==> src/rtl/seq_mag_comparator_pkg.sv <==
// Shared FSM states, one-hot {LT, EQ, GT} result encodings and chunk-count helper
// for the sequential magnitude comparator.
package seq_mag_comparator_pkg;

    typedef enum logic [1:0] {
        IDLE = 2'd0,
        CMP  = 2'd1,
        DONE = 2'd2
    } state_e;

    localparam logic [2:0] RES_NONE = 3'b000;
    localparam logic [2:0] RES_LT   = 3'b100;
    localparam logic [2:0] RES_EQ   = 3'b010;
    localparam logic [2:0] RES_GT   = 3'b001;

    function automatic int nchunk(input int width, input int chunk);
        if (chunk > 0) begin
            return width / chunk;
        end else begin
            return 1;
        end
    endfunction

endpackage

==> src/rtl/seq_mag_comparator_chunk.sv <==
// Purely combinational CHUNK-bit unsigned magnitude compare (one slice of the scan).
module mag_cmp_chunk
    import seq_mag_comparator_pkg::*;
#(
    parameter int CHUNK = 4
) (
    input  logic [CHUNK-1:0] a,
    input  logic [CHUNK-1:0] b,
    output logic             lt,
    output logic             eq,
    output logic             gt
);

    assign lt = (a < b);
    assign eq = (a == b);
    assign gt = (a > b);

endmodule

==> src/rtl/seq_mag_comparator.sv <==
// Multi-cycle WIDTH-bit magnitude comparator scanning CHUNK bits per clock, MSB chunk first.
// Optional SEQ_MAG_COMPARATOR_EARLY_EXIT_EN: stop on the first unequal chunk instead of a full scan.
module seq_mag_comparator
    import seq_mag_comparator_pkg::*;
#(
    parameter int WIDTH  = 16,
    parameter int CHUNK  = 4,
    parameter int SIGNED = 0
) (
    input  logic             clk,
    input  logic             rst_n,
    input  logic             in_valid,
    output logic             in_ready,
    input  logic [WIDTH-1:0] A,
    input  logic [WIDTH-1:0] B,
    output logic             out_valid,
    input  logic             out_ready,
    output logic             LT,
    output logic             EQ,
    output logic             GT
);

    localparam int NCHUNK = nchunk(WIDTH, CHUNK);
    localparam int IDX_W  = (NCHUNK > 1) ? $clog2(NCHUNK) : 1;

    typedef logic [WIDTH-1:0] word_t;
    typedef logic [IDX_W-1:0] idx_t;

    localparam idx_t  IDX_ZERO  = idx_t'(1'b0);
    localparam idx_t  IDX_ONE   = idx_t'(1'b1);
    localparam idx_t  IDX_TOP   = idx_t'(NCHUNK - 1);
    // Flipping the sign bit maps two's complement order onto unsigned order.
    localparam word_t SIGN_FLIP = (SIGNED != 0) ? (word_t'(1'b1) << (WIDTH - 1)) : word_t'(1'b0);

    if ((WIDTH < 1) || (CHUNK < 1) || ((WIDTH % CHUNK) != 0)) begin : g_bad_cfg
        $fatal(1, "seq_mag_comparator: CHUNK must be >= 1 and divide WIDTH");
    end

    state_e     state_r, state_nxt_s;
    word_t      a_r, a_nxt_s, b_r, b_nxt_s;
    idx_t       idx_r, idx_nxt_s;
    logic [2:0] res_r, res_nxt_s;
    logic       out_valid_r, out_valid_nxt_s;

    logic [NCHUNK-1:0][CHUNK-1:0] a_chunks_s, b_chunks_s;
    logic       chunk_lt_s, chunk_eq_s, chunk_gt_s;
    logic [2:0] chunk_res_s;

`ifndef SEQ_MAG_COMPARATOR_EARLY_EXIT_EN
    logic       decided_r, decided_nxt_s;
    logic [2:0] dec_res_r, dec_res_nxt_s;
`endif

    assign a_chunks_s  = a_r;
    assign b_chunks_s  = b_r;
    assign chunk_res_s = {chunk_lt_s, chunk_eq_s, chunk_gt_s};

    mag_cmp_chunk #(.CHUNK(CHUNK)) u_chunk (
        .a  (a_chunks_s[idx_r]),
        .b  (b_chunks_s[idx_r]),
        .lt (chunk_lt_s),
        .eq (chunk_eq_s),
        .gt (chunk_gt_s)
    );

    assign in_ready  = (state_r == IDLE);
    assign out_valid = out_valid_r;
    assign LT        = res_r[2];
    assign EQ        = res_r[1];
    assign GT        = res_r[0];

    // Next-state and datapath update for the IDLE -> CMP -> DONE sequence.
    always_comb begin
        state_nxt_s     = state_r;
        a_nxt_s         = a_r;
        b_nxt_s         = b_r;
        idx_nxt_s       = idx_r;
        res_nxt_s       = res_r;
        out_valid_nxt_s = out_valid_r;
`ifndef SEQ_MAG_COMPARATOR_EARLY_EXIT_EN
        decided_nxt_s   = decided_r;
        dec_res_nxt_s   = dec_res_r;
`endif
        case (state_r)
            IDLE: begin
                if (in_valid) begin
                    a_nxt_s     = A ^ SIGN_FLIP;
                    b_nxt_s     = B ^ SIGN_FLIP;
                    idx_nxt_s   = IDX_TOP;
                    state_nxt_s = CMP;
`ifndef SEQ_MAG_COMPARATOR_EARLY_EXIT_EN
                    decided_nxt_s = 1'b0;
                    dec_res_nxt_s = RES_NONE;
`endif
                end else begin
                    state_nxt_s = IDLE;
                end
            end
            CMP: begin
`ifdef SEQ_MAG_COMPARATOR_EARLY_EXIT_EN
                if (!chunk_eq_s) begin
                    res_nxt_s       = chunk_res_s;
                    out_valid_nxt_s = 1'b1;
                    state_nxt_s     = DONE;
                end else if (idx_r == IDX_ZERO) begin
                    res_nxt_s       = RES_EQ;
                    out_valid_nxt_s = 1'b1;
                    state_nxt_s     = DONE;
                end else begin
                    idx_nxt_s = idx_r - IDX_ONE;
                end
`else
                if (idx_r == IDX_ZERO) begin
                    if (decided_r) begin
                        res_nxt_s = dec_res_r;
                    end else begin
                        res_nxt_s = chunk_res_s;
                    end
                    out_valid_nxt_s = 1'b1;
                    state_nxt_s     = DONE;
                end else begin
                    idx_nxt_s = idx_r - IDX_ONE;
                    // Only the most significant difference decides the result.
                    if (!decided_r && !chunk_eq_s) begin
                        decided_nxt_s = 1'b1;
                        dec_res_nxt_s = chunk_res_s;
                    end else begin
                        decided_nxt_s = decided_r;
                    end
                end
`endif
            end
            DONE: begin
                if (out_ready) begin
                    out_valid_nxt_s = 1'b0;
                    state_nxt_s     = IDLE;
                end else begin
                    state_nxt_s = DONE;
                end
            end
            default: begin
                state_nxt_s     = IDLE;
                out_valid_nxt_s = 1'b0;
            end
        endcase
    end

    // State, operand, index and result registers.
    always_ff @(posedge clk or negedge rst_n) begin
        if (!rst_n) begin
            state_r     <= IDLE;
            a_r         <= {WIDTH{1'b0}};
            b_r         <= {WIDTH{1'b0}};
            idx_r       <= IDX_ZERO;
            res_r       <= RES_NONE;
            out_valid_r <= 1'b0;
        end else begin
            state_r     <= state_nxt_s;
            a_r         <= a_nxt_s;
            b_r         <= b_nxt_s;
            idx_r       <= idx_nxt_s;
            res_r       <= res_nxt_s;
            out_valid_r <= out_valid_nxt_s;
        end
    end

`ifndef SEQ_MAG_COMPARATOR_EARLY_EXIT_EN
    // Sticky first-difference flag and its result for the full-length scan.
    always_ff @(posedge clk or negedge rst_n) begin
        if (!rst_n) begin
            decided_r <= 1'b0;
            dec_res_r <= RES_NONE;
        end else begin
            decided_r <= decided_nxt_s;
            dec_res_r <= dec_res_nxt_s;
        end
    end
`endif

endmodule

==> config.mk <==
export PLATFORM = sky130hd
export DESIGN_NAME = seq_mag_comparator
export DESIGN_NICKNAME = d
export VERILOG_FILES = /design/src/rtl/seq_mag_comparator_pkg.sv /design/src/rtl/seq_mag_comparator_chunk.sv /design/src/rtl/seq_mag_comparator.sv
export SDC_FILE = /design/constraint.sdc
export NUM_CORES = 1
export LEC_CHECK = 0
export CORE_MARGIN = 2
export CORE_UTILIZATION = 40
export CTS_BUF_LIST = sky130_fd_sc_hd__clkbuf_16
export CTS_CLUSTER_DIAMETER = 100
export CTS_CLUSTER_SIZE = 40
export DETAILED_ROUTE_END_ITERATION = 8
export PLACE_DENSITY = 0.74
export RECOVER_POWER = 25
export REMOVE_ABC_BUFFERS = 1
export SYNTH_ARGS = -nofsm -noshare
export SYNTH_HDL_FRONTEND = slang
export SYNTH_SLANG_ARGS = --single-unit
==> constraint.sdc <==
create_clock -name clk -period 2.6 [get_ports clk]
set_input_delay 0.26 -clock clk [delete_from_list [all_inputs] [get_ports clk]]
set_output_delay 0.26 -clock clk [all_outputs]
set_load 0.02 [all_outputs]
==> summary.txt, run 1 <==
Net Switching: 1205 uW
Core Box Area: 5075 um^2
synth warn: 0
flops & latches, synth: 44
fin crit period: 2.290 ns
leakage: 0.001288 uW
Die Height: 76.08 um
CTS resizes: 0
max cap viols: 1
Antenna Cells: 0
GRT Total Usage: 16.09%
measured slew at the worst slew-check pin: 2.306 ns
final core occ: 52.10%
Synth Area in Simple Gates: 25.41%
post-place setup slack: 0.3138 ns
Hold-fix buffers, CTS: 0
largest area contributor in the netlist: dfrtp_1
Bufs on Longest Clock Path: 2
Post-CTS Repair Setup Buffers: 0
Crit Path Category: reg -> reg
Post-Syn Instances: 214
IO Pins: 41
initial antenna violation count: 0
Post-synth EDFFs: 0
Initial Util: 40.95%
final hold slack: 0.4724 ns
Starting DRT DRC Count: 74
Multi-input gate area: 877.1 um^2
Hold Crit Class: reg -> reg
main combinational cell family by area after synthesis: simple AND/OR/NAND/NOR gates
first-pass GRT wire length: 7.493 mm
Int Pwr: 2031 uW
asr flop ratio synth: 100.0%
unrepaired setup endpoints after global routing: no
post-synthesis mux area share: 8.669%
status: finished, violations left
period utilization: 88.07%
clock sink total: 44
Hold Vio Cnt, Final: 0
net count reported at finish: 295
drc violations: 0
required time of the critical path: 2.75 ns
synth unique cells: 29
post-route ant nets: 0
fraction of layout cells with a size suffix above 1: 8.627%
P&R area growth vs syn: 27.21%
Die Span X: 76.08 um
vias in the first global route: 1655
FF/Latch Area: 1101 um^2
Die ar.: 5788 um^2
post-DP HPWL: 2.980 mm
Critical Path AT: 2.44 ns
Compound-Gate Fraction of Synth Area: 5.117%
CTS tree: yes
Final TNS setup: 0 ns
Synth Area per Inst: 9.711 um^2
Synth top cells by count: nand2_1, dfrtp_1, mux4_2
Routed Wire Length: 4.094 mm
Most used DFF post-synth: dfrtp_1
aggregate global routing overflow: 0
Pwr Density: 1224 nW/um^2
critical path fanouts, max: 8
CTS Buf Count: 5
Seq/Total Area, Yosys: 52.98%
clock transition at the registers of the reported paths: 0.06 ns
skew final: 0.001868 ns
Pre-antenna DRT Iters: 4
failing checks: capacitance limit, slew limit
DR WL/cell: 12.60 um
Fill cells: 473
post-synthesis adder-cell area fraction: 3.010%
Vias: 1548
final setup vio count: 0
crit start category: flip-flop
CTS H-Tree Depth: 2
GP Congestion: 0.7744
relative slew slack: -53.72%
main area contributors after synthesis: dfrtp_1, nand2_1, mux4_2, ha_1, buf_6
worst skew pair latency: 0.28 ns
xor and xnor area share after synthesis: 0%
cell with the most instances after synthesis: nand2_1
std cell rows: 26
Vias/cell: 4.763
Peak Freq: 0.4367 GHz
Root Buffer: clkbuf_16
Worst Setup Slack, final: 0.3102 ns
Max rail drop VDD: 0.5725 mV
number of buffers added on ports: 40
combinational share of power: 43.3%
kind of end point of the critical path: flip-flop
Max Slew Vio Count: 45
Clk pwr share: 18.4%
Seq pwr share: 38.3%
largest net degree at the start of global routing: 45
sw frac: 37.24%
Yosys top cell area share: 52.98%
area of the mapped netlist: 2078 um^2
-- power by group through the flow --
stage / clock network [uW] / logic (uW) / registers, uW
after floorplan: 0 / 976 / 1230
after global placement: 0 / 1340 / 1240
after detailed placement: 0 / 1410 / 1250
after CTS: 602 / 1420 / 1250
after global routing: 624 / 1630 / 1300
final: 595 / 1400 / 1240
-- worst max-delay path: stages (launching register included) --
cell      delay, ns
dfrtp_1        0.43
buf_4          0.22
mux4_2         0.51
ha_1           0.34
nor2b_1        0.15
o211ai_1       0.20
and2_1         0.18
o221ai_1       0.11
-- stage by stage --
step,std cells,total power (uW),cell area [um^2]
4_1_cts,325,3267,2645
3_5_place_dp,317,2658,2506
5_1_grt,325,3548,2644
3_3_place_gp,317,2579,2506
2_1_floorplan,204,2202,2001
6_report,325,3236,2644
-- logic make-up after synthesis --
| group | count (synthesis) |
|---|---|
| AOI/OAI and AO/OA | 17 |
| muxes | 8 |
| DFF | 44 |
| and+or+nand+nor | 124 |
| buffers and inverters | 16 |
| adders and majority gates | 5 |
-- area by class of cell --
| cell class | count | area share (%) |
|---|---|---|
| Sequential cell | 44 | 41.65 |
| Multi-Input combinational cell | 154 | 33.18 |
| Timing Repair Buffer | 43 | 15.76 |
| Clock buffer | 5 | 4.733 |
| Tap cell | 70 | 3.313 |
| Clock inverter | 3 | 0.5206 |
| Inverter | 6 | 0.8519 |
-- final timing paths --
check                      slack (ns)           from            end  cells past startpoint
hold / removal                   0.47  a_chunks_s[9]  a_chunks_s[9]                      2
setup / recovery                 0.31       idx_r[0]       res_r[0]                      7
hold reg to reg                  0.47  a_chunks_s[9]  a_chunks_s[9]                      2
setup reg to reg                 0.31       idx_r[0]       res_r[0]                      7
min in group asynchronous        0.67          rst_n  a_chunks_s[2]                      1
max in group asynchronous        0.62          rst_n  a_chunks_s[1]                      1
-- flip-flops by register name, indices dropped and copies added, names as in the netlist --
signal and cells:
a_chunks_s 16, b_chunks_s 16, dec_res_r 3, res_r 3
idx_r 2, state_r 2, decided_r 1, out_valid 1
-- per-layer routing --
metal  up-vias  share of wire, %  GRT usage, %
met5         -                 0             0
li1        774                 -             -
met3         6               4.3         3.910
met4         0               1.2         4.364
met2        32                51         28.84
met1       736                43         19.39
-- cell usage in the layout, fill, tap and decap left out, types with 3 or more instances in the layout --
cell type,synthesis,layout
nand2_1,105,105
dfrtp_1,44,44
clkdlybuf4s50_1,0,39
mux4_2,8,8
inv_1,6,6
nor2_1,6,6
a21oi_1,5,5
o21ai_0,5,5
ha_1,5,5
clkbuf_16,0,5
buf_4,1,3
No activity file was read; power rests on OpenSTA's default activity.
==> run 2: changes to the inputs <==
- GPL_TIMING_DRIVEN: default -> 0
==> summary.txt, run 2 (same netlist as run 1, synthesis figures left out) <==
Reg-to-Reg Start: idx_r[0]
final core occ: 51.92% (-0.17 points)
post-route ant nets: 0 (unchanged)
GRT Total Usage: 14.95% (-1.1 points)
largest net degree at the start of global routing: 37 (-18%)
number of buffers added on ports: 40 (unchanged)
most frequent cells in the layout: nand2_1, dfrtp_1, clkdlybuf4s50_1, mux4_2, inv_1
required time of the critical path: 2.77 ns (+0.02 ns)
Post-CTS Repair Setup Buffers: 0 (unchanged)
CTS H-Tree Depth: 2 (unchanged)
CTS tree: yes
vias in the first global route: 1552 (-6.2%)
Vias/cell: 4.670 (-2.0%)
Max Slew Vio Count: 0 (-100%)
Bufs on Longest Clock Path: 2 (unchanged)
crit start category: flip-flop
Die ar.: 5788 um^2 (unchanged)
aggregate global routing overflow: 0 (unchanged)
Fill cells: 486 (+2.7%)
DR WL/cell: 11.77 um (-6.6%)
status: complete, no violations
R2R depth: 5 (-2)
end of the critical path: dec_res_r[1]
Pwr Density: 1204 nW/um^2 (-1.6%)
relative slew slack: 24.24% (+78 points)
clock sink total: 44 (unchanged)
GP Congestion: 0.7727 (-0.22%)
Initial Util: 40.95% (unchanged)
Pre-antenna DRT Iters: 4 (unchanged)
max cap viols: 0 (-1)
first-pass GRT wire length: 7.010 mm (-6.4%)
Vias: 1513 (-2.3%)
leakage: 0.001284 uW (-0.37%)
Peak Freq: 0.4362 GHz (-0.12%)
post-DP HPWL: 2.748 mm (-7.8%)
clock transition at the registers of the reported paths: 0.06 ns (about the same)
initial antenna violation count: 0 (unchanged)
final setup vio count: 0 (unchanged)
Hold Startpoint: b_chunks_s[10]
Core Box Area: 5075 um^2 (unchanged)
unrepaired setup endpoints after global routing: no
drc violations: 0 (unchanged)
measured slew at the worst slew-check pin: 1.135 ns (-1.171 ns)
Antenna Cells: 0 (unchanged)
Critical Path AT: 2.46 ns (+0.02 ns)
P&R area growth vs syn: 26.79%
critical path fanouts, max: 11 (+3)
fraction of layout cells with a size suffix above 1: 7.480% (-1.1 points)
net count reported at finish: 294 (-0.34%)
Hold Crit Class: reg -> reg
Root Buffer: clkbuf_16
worst skew pair latency: 0.28 ns (about the same)
IO Pins: 41 (unchanged)
Routed Wire Length: 3.814 mm (-6.8%)
RR Endpoint: dec_res_r[1]
Die Span X: 76.08 um (unchanged)
CTS Buf Count: 5 (unchanged)
Crit Path Category: reg -> reg
kind of end point of the critical path: flip-flop
skew final: 0.003185 ns (+0.001317 ns)
Critical Path Source: idx_r[0]
fin crit period: 2.292 ns (+0.002639 ns)
Hold Vio Cnt, Final: 0 (unchanged)
Final TNS setup: 0 ns (unchanged)
period utilization: 88.17% (+0.10 points)
r2r setup slk: 0.31 ns (about the same)
std cell rows: 26 (unchanged)
Total Power: 3173 uW (-2.0%)
commonest non-fill, non-tap cell in the layout: nand2_1
Max rail drop VDD: 0.5307 mV (-7.3%)
Starting DRT DRC Count: 100 (+35%)
Die Height: 76.08 um (unchanged)
[run 2: final cells by class]
type | count | area (um^2) | share of cell area (%)
multi-input cells | 154 | 877.1 | 33.29
flip-flops and latches | 44 | 1102 | 41.83
inverters | 6 | 22.52 | 0.8547
repair buffers | 42 | 409.1 | 15.53
clock inverters | 3 | 11.26 | 0.4273
well taps | 70 | 87.58 | 3.324
clock buffers | 5 | 125.1 | 4.748
[run 2: timing repair]
item                                   CTS  global route
setup endpoints to repair                0             5
endpoints found under the hold margin   20             0
hold buffers                             1             0
resized for setup                        0             1
[run 2: worst max-delay path: stages, from the launching register on]
cell and delay, ns:
dfrtp_2 0.56, mux4_2 0.56, ha_1 0.36, a41oi_1 0.28
nand2_1 0.18, and3_1 0.23
[run 2: report_power, final]
group,switching [uW],internal (uW),leakage (uW)
Clock,236,345,0.0000738
Combinational,674,658,0.000666
Sequential,259,1000,0.000544
Total,1170,2000,0.00128
[run 2: how the worst min path moves through the flow]
stage,end,slack [ns],depth (start not counted)
after global routing,a_chunks_s[11],0.49,2
after CTS,a_chunks_s[11],0.47,2
after detailed placement,a_chunks_s[6],0.26,1
after global placement,b_chunks_s[7],0.45,2
final,b_chunks_s[10],0.47,2
after floorplan,a_chunks_s[0],-0.04,0
[run 2: routing by layer]
metal,GRT usage (%),part of all wire (%)
met5,0,0
met2,26.07,49
met1,18.97,46
met4,2.727,0.50
met3,4.028,4.1
[run 2: per-stage QoR]
step | setup slack [ns] | cells | hold WS (ns) | instance area, um^2
6_report | 0.3076 | 324 | 0.4728 | 2635
5_1_grt | 0.09230 | 324 | 0.4945 | 2635
4_1_cts | 0.06840 | 324 | 0.4742 | 2658
3_5_place_dp | 0.1061 | 315 | 0.2609 | 2511
3_3_place_gp | 0.09592 | 314 | 0.4533 | 2489
2_1_floorplan | 0.4074 | 204 | -0.03559 | 2001
==> run 3: changes to the inputs <==
- TNS_END_PERCENT: default -> 5
==> results of run 3 <==
Same layout as run 2: the final DEF is identical, and so are final timing and power.
